<file path="config.mk">
export PLATFORM = sky130hd
export DESIGN_NAME = spi_byte_engine_flat
export DESIGN_NICKNAME = d
export VERILOG_FILES = /design/src/rtl/spi_byte_engine_if.sv /design/src/rtl/spi_byte_engine.sv /design/src/flat_wrapper.sv
export SDC_FILE = /design/constraint.sdc
export NUM_CORES = 1
export LEC_CHECK = 0
export CAP_MARGIN = 20
export CELL_PAD_IN_SITES_DETAIL_PLACEMENT = 1
export CELL_PAD_IN_SITES_GLOBAL_PLACEMENT = 2
export CORE_MARGIN = 4
export CORE_UTILIZATION = 35
export CTS_BUF_LIST = sky130_fd_sc_hd__clkbuf_8
export CTS_CLUSTER_DIAMETER = 60
export DETAILED_ROUTE_END_ITERATION = 16
export GPL_ROUTABILITY_DRIVEN = 0
export PLACE_DENSITY_LB_ADDON = 0.2
export SKIP_LAST_GASP = 1
export SLEW_MARGIN = 20
export SYNTH_ARGS = -nofsm -noshare
export SYNTH_HDL_FRONTEND = slang
export SYNTH_SLANG_ARGS = --single-unit
</file>
<file path="constraint.sdc">
create_clock -name mhz48_i -period 2.04 [get_ports mhz48_i]
set_clock_uncertainty 0.15 [all_clocks]
set_input_delay 0.612 -clock mhz48_i [delete_from_list [all_inputs] [get_ports mhz48_i]]
set_output_delay 0.612 -clock mhz48_i [all_outputs]
set_load 0.05 [all_outputs]
</file>
<file path="src/rtl/spi_byte_engine_if.sv">
// CPU register-access strobes and SPI pins for spi_byte_engine.
// The engine uses the slave modport; the CPU/device side uses master.
interface spi_byte_engine_if;
  logic       cs;
  logic       we;
  logic [1:0] addr;
  logic [7:0] din;
  logic [7:0] dout;
  logic       sclk;
  logic       mosi;
  logic       miso;
  logic       busy;

  modport master (output cs, we, addr, din, miso, input dout, sclk, mosi, busy);
  modport slave  (input cs, we, addr, din, miso, output dout, sclk, mosi, busy);
endinterface

</file>
<file path="src/rtl/spi_byte_engine.sv">
// Mode-0, MSB-first SPI byte shifter with DATA/STATUS/CMD/DIV registers.
// Define SPI_TXBUF_EN to add a one-byte TX holding register for back-to-back bytes.
//
// state | meaning
// IDLE  | no transfer, SCLK low, MOSI high
// LOW   | SCLK low phase of current bit (DIV+1 cycles)
// HIGH  | SCLK high phase of current bit (DIV+1 cycles)
// FIN   | one cycle: publish RX, set DONE, chain or return to IDLE
module spi_byte_engine #(
  parameter logic [7:0] DIV_RESET = 8'd59
) (
  input logic              mhz48_i,
  input logic              res_i,
  spi_byte_engine_if.slave bus
);

`ifdef SPI_TXBUF_EN
  localparam bit TXBUF = 1'b1;
`else
  localparam bit TXBUF = 1'b0;
`endif

  typedef enum logic [1:0] {IDLE = 2'd0, LOW = 2'd1, HIGH = 2'd2, FIN = 2'd3} state_t;

  state_t     state_q, state_d;
  logic [7:0] cnt_q, cnt_d;
  logic [7:0] tx_q, tx_d;
  logic [7:0] sh_q, sh_d;
  logic [7:0] rx_q, rx_d;
  logic [7:0] hold_q, hold_d;
  logic [7:0] div_q, div_d;
  logic [2:0] bit_q, bit_d;
  logic       sclk_q, sclk_d;
  logic       mosi_q, mosi_d;
  logic       done_q, done_d;
  logic       ovr_q, ovr_d;
  logic       txfull_q, txfull_d;

  logic       wr_data, rd_data, wr_cmd, wr_div;
  logic       phase_end, start_din, start_hold, load;
  logic [7:0] load_val;
  logic       busy;
  logic [7:0] dout;

  always_ff @(posedge mhz48_i) begin
    if (res_i) begin
      state_q  <= IDLE;
      cnt_q    <= 8'd0;
      tx_q     <= 8'd0;
      sh_q     <= 8'd0;
      rx_q     <= 8'hFF;
      hold_q   <= 8'd0;
      div_q    <= DIV_RESET;
      bit_q    <= 3'd0;
      sclk_q   <= 1'b0;
      mosi_q   <= 1'b1;
      done_q   <= 1'b0;
      ovr_q    <= 1'b0;
      txfull_q <= 1'b0;
    end else begin
      state_q  <= state_d;
      cnt_q    <= cnt_d;
      tx_q     <= tx_d;
      sh_q     <= sh_d;
      rx_q     <= rx_d;
      hold_q   <= hold_d;
      div_q    <= div_d;
      bit_q    <= bit_d;
      sclk_q   <= sclk_d;
      mosi_q   <= mosi_d;
      done_q   <= done_d;
      ovr_q    <= ovr_d;
      txfull_q <= txfull_d;
    end
  end

  always_comb begin
    wr_data    = bus.cs && bus.we && (bus.addr == 2'd0);
    rd_data    = bus.cs && !bus.we && (bus.addr == 2'd0);
    wr_cmd     = bus.cs && bus.we && (bus.addr == 2'd1);
    wr_div     = bus.cs && bus.we && (bus.addr == 2'd2);
    phase_end  = (cnt_q == 8'd0);
    // A write landing in FIN with an empty buffer chains directly instead of being stranded.
    start_hold = TXBUF && (state_q == FIN) && txfull_q;
    start_din  = wr_data && ((state_q == IDLE) ||
                             (TXBUF && (state_q == FIN) && !txfull_q));
    load       = start_hold || start_din;
    load_val   = start_hold ? hold_q : bus.din;

    state_d  = state_q;
    cnt_d    = cnt_q;
    tx_d     = tx_q;
    sh_d     = sh_q;
    rx_d     = rx_q;
    hold_d   = hold_q;
    div_d    = div_q;
    bit_d    = bit_q;
    sclk_d   = sclk_q;
    mosi_d   = mosi_q;
    done_d   = done_q;
    ovr_d    = ovr_q;
    txfull_d = txfull_q;

    case (state_q)
      LOW: begin
        if (phase_end) begin
          sclk_d  = 1'b1;
          sh_d    = {sh_q[6:0], bus.miso};
          cnt_d   = div_q;
          state_d = HIGH;
        end else begin
          cnt_d = cnt_q - 8'd1;
        end
      end
      HIGH: begin
        if (phase_end) begin
          sclk_d = 1'b0;
          cnt_d  = div_q;
          if (bit_q != 3'd0) begin
            bit_d   = bit_q - 3'd1;
            tx_d    = {tx_q[6:0], 1'b0};
            mosi_d  = tx_q[6];
            state_d = LOW;
          end else begin
            state_d = FIN;
          end
        end else begin
          cnt_d = cnt_q - 8'd1;
        end
      end
      FIN: begin
        rx_d    = sh_q;
        mosi_d  = 1'b1;
        state_d = IDLE;
      end
      default: state_d = IDLE;
    endcase

    if (load) begin
      state_d = LOW;
      tx_d    = load_val;
      mosi_d  = load_val[7];
      bit_d   = 3'd7;
      cnt_d   = div_q;
      sclk_d  = 1'b0;
      if (start_hold) txfull_d = 1'b0;
    end

    if (wr_data && !start_din) begin
      if (TXBUF && !txfull_q) begin
        hold_d   = bus.din;
        txfull_d = 1'b1;
      end else begin
        ovr_d = 1'b1;
      end
    end

    if (wr_cmd && bus.din[6]) done_d = 1'b0;
    if (wr_cmd && bus.din[5]) ovr_d  = 1'b0;
    if (rd_data)              done_d = 1'b0;
    if (wr_div && (state_q == IDLE)) div_d = bus.din;
    // Completion beats a same-cycle DATA read clear.
    if (state_q == FIN) done_d = 1'b1;
  end

  always_comb begin
    busy = (state_q != IDLE);
    case (bus.addr)
      2'd0:    dout = rx_q;
      2'd1:    dout = {busy, done_q, ovr_q, txfull_q, 4'b0000};
      2'd2:    dout = div_q;
      default: dout = 8'h00;
    endcase
  end

  assign bus.busy = busy;
  assign bus.dout = dout;
  assign bus.sclk = sclk_q;
  assign bus.mosi = mosi_q;

endmodule

</file>
<file path="src/flat_wrapper.sv">
// flat-port wrapper written by rule: the top's interface ports become plain ports
module spi_byte_engine_flat 
#(
  parameter logic [7:0] DIV_RESET = 8'd59
)
  (mhz48_i, res_i, bus_cs, bus_we, bus_addr, bus_din, bus_miso, bus_dout, bus_sclk, bus_mosi, bus_busy);
  spi_byte_engine_if bus_i ();
  input logic mhz48_i;
  input logic res_i;
  input wire logic [$bits(bus_i.cs)-1:0] bus_cs;
  input wire logic [$bits(bus_i.we)-1:0] bus_we;
  input wire logic [$bits(bus_i.addr)-1:0] bus_addr;
  input wire logic [$bits(bus_i.din)-1:0] bus_din;
  input wire logic [$bits(bus_i.miso)-1:0] bus_miso;
  output wire logic [$bits(bus_i.dout)-1:0] bus_dout;
  output wire logic [$bits(bus_i.sclk)-1:0] bus_sclk;
  output wire logic [$bits(bus_i.mosi)-1:0] bus_mosi;
  output wire logic [$bits(bus_i.busy)-1:0] bus_busy;
  assign bus_i.cs = bus_cs;
  assign bus_i.we = bus_we;
  assign bus_i.addr = bus_addr;
  assign bus_i.din = bus_din;
  assign bus_i.miso = bus_miso;
  assign bus_dout = bus_i.dout;
  assign bus_sclk = bus_i.sclk;
  assign bus_mosi = bus_i.mosi;
  assign bus_busy = bus_i.busy;
  spi_byte_engine #(.DIV_RESET(DIV_RESET)) u_core (.mhz48_i(mhz48_i), .res_i(res_i), .bus(bus_i));
endmodule
</file>
Word level (Yosys, flattened, before mapping)
Index checks and enable logic that the tools add are counted.

operators by class
  $add $sub $neg = 2
  eq/ne operators = 10
  mux-type cells = 27
  reduce and logical (&&, ||, !) cells = 34

operators by type and width
  operator                                                            count
  7-bit 2-to-1 mux                                                    4
  8-bit 2-to-1 mux                                                    3
  8-bit case mux with 3 select lines                                  1
  3-bit 2-to-1 mux                                                    4
  2-bit nonzero test                                                  6
  1-bit logical AND                                                   11
  1-bit 2-to-1 mux                                                    9
  3-bit by 1-bit != test with 1-bit output, second input constant     3
  3-bit AND reduction                                                 3
  3-bit nonzero test                                                  3
  8-bit zero test                                                     1
  8-bit by 1-bit subtractor with 8-bit output, second input constant  1
  2-bit == test, second input constant                                3
  2-bit 2-to-1 mux                                                    3
  2-bit AND reduction                                                 3
  2-bit OR reduction                                                  3
  2-bit by 1-bit == test with 1-bit output, second input constant     2
  2-bit zero test                                                     2
  2-bit by 1-bit != test with 1-bit output, second input constant     2
  1-bit case mux with 2 select lines                                  2
  2-bit case mux with 2 select lines                                  1
  3-bit by 1-bit subtractor with 3-bit output, second input constant  1
  1-bit zero test                                                     2

storage, ports and cells
  flip-flop bits (word level) = 48
  input bits = 15
  output and inout port bits = 11
  logic and storage cells = 85

Longest topological paths before layout
  word-level depth = 6
  depth in mapped cells = 8
  gate-level depth less buffers = 7

Worst setup path before layout
No wires, ideal clock.

  kind = in2out
  start point = input bus_addr[0]
  end point = output bus_dout[5]
  arrival time = 2.104 ns
  data required time = 1.278 ns
  path slack = -0.826 ns
  cell stages on the path = 3
  buffers on the path = 1
  cells stage by stage = clkbuf_1 > mux2i_1 > o21ai_0

between the ends
  longest elaborated chain between the ends = 2
  elaborated cells between the ends (all ways) = 4
  classes of those cells = eq/ne (2); mux (1); reduce/logical (1)

ends and longest elaborated chain
  what                                    line                    text
  start: declaration                      flat_wrapper.sv:12      input wire logic [$bits(bus_i.addr)-1:0] bus_addr;
  2-bit == test (tied with other cells)   spi_byte_engine.sv:168  case (bus.addr)
  8-bit case mux with 3 select lines (*)  spi_byte_engine.sv:168
  end: declaration                        flat_wrapper.sv:15      output wire logic [$bits(bus_i.dout)-1:0] bus_dout;

Mark *: on every way between the ends. The rest lies on a longest branch, timed or not.

Final worst setup path
  start point = input bus_addr[1]
  end point = output bus_dout[0]

Same word-level chain as after synthesis.

==> metrics <==
status finished, violations left; failing checks setup timing; first-pass GRT wire length 12000 um; critical path capture point type output pin; I/O pin total 26; most used cell, CP buf_12; Syn Area/Cell 8.50 um2; post-synth top area share 40.3%; setup ws final -36.7 ps; register area share after synthesis 40.3%; FFs w/ async S/R, synth 0%; Crit path largest cell delay 190 ps; CTS clk-pin slew, worst paths 90 ps; unrepaired setup endpoints after global routing yes; crit-path max FO 5; Peak Freq 482 MHz; R2R Setup Slk 160 ps; Finished Core Util 51.8%; Final Slew Violations 0; MaxCap Viol Count 0; Final Critical Period 2080 ps; pwr/cell area 615 nW/um2; CTS max path bufs 2; largest net degree at the start of global routing 34; ANT cells 0; Top FF cell, synth dfxtp_1; Slowest cell on crit path mux2i_4; Slew @ Worst Pin 354 ps; Final period util 102%; max_slew headroom 76.4%; Ys Warns 0; Synth Cell Area 2390 um2; Avg WL per Cell 17.8 um; Leak Pwr 1.31 nW; Final ANT Viol Nets 0; Post-synth EDFFs 0; Layout area overhead 40.9%; DRT iter0 DRCs 85; Critical Path AT 1310 ps; via/cell ratio 5.36; most frequent cell after synthesis dfxtp_1; htree depth 2; Starting Density 36.8%; antenna violations before repair 0; critical-path cell list buf_12 -> buf_12 -> mux2i_4 -> nor2_4 -> buf_12; Detail Placement HPWL 5150 um; CTS buffer count 5; total die area 8210 um2; DR pass1 iterations 4; Residual DRC 0; Tightest Hold Check Type reg2reg; worst slack, placed -606 ps; Clock Tree Root clkbuf_8; final hold viol count 0; vias in the first global route 2331; Cells after Synth 281; Die Y 90.6 um; flip-flop and latch count after synthesis 48; IO Port Bufs 25; Crit path max-delay family buffers and inverters; Num Clock Sinks 48; Placement Rows 29; Die Width 90.6 um; post-synth top area cell dfxtp_1; VDD IR-drop max 0.241 mV; Core ar. 6490 um2; Data required, critical path 1280 ps; Worst setup SP type primary input; grt ovf 0; Setup violations, final 6; via count 2192; CP Buf/Inv Count 3; number of distinct library cells after synthesis 43; CTS tree built; All-Layer GR Usage 18.2%; DRT Wirelength 7290 um; Net count, final 356; ranking of synthesized cells by area dfxtp_1 40%, mux2i_1 13%, nand2_1 6.0%, a21oi_1 5.2%, ha_1 4.7%; Syn Nets 305; Post-synth top cells 48 x dfxtp_1, 38 x nand2_1, 30 x mux2i_1; Worst Setup Path Type in2out; Clk Latency, worst-skew pair 300 ps; layout cells sized above 1 28.3%
[cell usage in the layout (no fill, tap or decap), types with 3 or more instances in the layout]
cell type | synthesis | routed
buf_6 | 0 | 3
buf_12 | 0 | 12
a21oi_1 | 25 | 25
dfxtp_2 | 0 | 3
nor3_1 | 6 | 5
clkbuf_8 | 0 | 5
nor2_1 | 26 | 20
dfxtp_1 | 48 | 45
mux2i_4 | 0 | 6
clkdlybuf4s50_1 | 0 | 10
ha_1 | 9 | 8
o21ai_4 | 0 | 3
nand3_1 | 15 | 14
nand2_1 | 38 | 37
inv_1 | 9 | 6
buf_4 | 1 | 32
o21ai_0 | 15 | 11
nor4_1 | 3 | 3
inv_2 | 0 | 4
mux2i_1 | 30 | 23
a211oi_1 | 7 | 7
nor2_4 | 0 | 5
[state kept, by name, summed over array words and instances (netlist names)]
register / flops
u_core.div_q: 8
u_core.state_q: 2
u_core.ovr_q: 1
u_core.rx_q: 8
u_core.bit_q: 3
u_core.bus.mosi: 1
u_core.tx_q: 7
u_core.cnt_q: 8
u_core.sh_q: 8
u_core.done_q: 1
u_core.bus.sclk: 1
[metal layers]
layer  track usage (%)  vias to the layer above  wire length, um
met1              23.4                     1077             3370
met4              4.21                        0               50
li1                  -                     1078                -
met5                 0                        -                0
met3              3.00                        5              239
met2              31.8                       32             3630
[metrics by stage]
step           cell area, um2  std cells  total power [mW]  TNS, ps  hold WS, ps
4_1_cts                  3330        407              2.08     -172          324
6_report                 3360        409              2.07     -147          320
5_1_grt                  3360        409              2.17     -337          336
3_5_place_dp             3040        393              1.50   -17100          305
3_3_place_gp             3040        393              1.49   -15840          301
2_1_floorplan            2470        281              1.29        0          286
[worst register-to-register path, stage by stage (launching register included)]
cell and delay [ps]:
dfxtp_1 320, inv_1 80, ha_1 180, nor4b_4 210, buf_4 170, nand4_1 130, buf_2 210, mux2i_1 120
a211oi_1 220
[timing repair]
item	in CTS	in global routing
gates resized for setup	43	10
gates cloned	1	1
setup buffers	6	1
endpoints found under the setup margin	35	31
pin swaps	6	3
hold buffers	0	0
[area by class of cell]
| class | instances | area, um2 |
|---|---|---|
| clock buffer | 5 | 68.8 |
| clock inverter | 2 | 8.76 |
| fill | 744 | 3130 |
| inverter | 9 | 33.8 |
| multi-input combinational | 206 | 1510 |
| sequential | 48 | 965 |
| tap | 77 | 96.3 |
| timing repair buffer | 62 | 687 |
[report_power, final]
group	leakage, nW	internal [mW]	switching, mW
clock network	0.0452	0.229	0.316
registers	0.390	0.960	0.0241
logic	0.876	0.259	0.281
[kinds of logic (layout without fill, tap and decap cells)]
logic type | after synthesis | after routing | share of synthesized area [%]
AND/OR/NAND/NOR | 105 | 105 | 21.2
AO/OA/AOI/OAI | 60 | 60 | 15.4
flip-flops | 48 | 48 | 40.3
multiplexers | 30 | 30 | 12.6
buffers and inverters | 27 | 78 | 5.14
adder cells (fa/ha/maj) | 9 | 9 | 4.72
XOR/XNOR | 2 | 2 | 0.734
[final timing paths]
kind / from / end / cells past startpoint
worst max-delay path: bus_addr[1] / bus_dout[0] / 5
worst min-delay path: u_core.sh_q[7] / u_core.sh_q[7] / 2
worst max register to register: u_core.cnt_q[0] / u_core.tx_q[4] / 8
worst min register to register: u_core.sh_q[7] / u_core.sh_q[7] / 2
No activity file was read; power rests on OpenSTA's default activity.
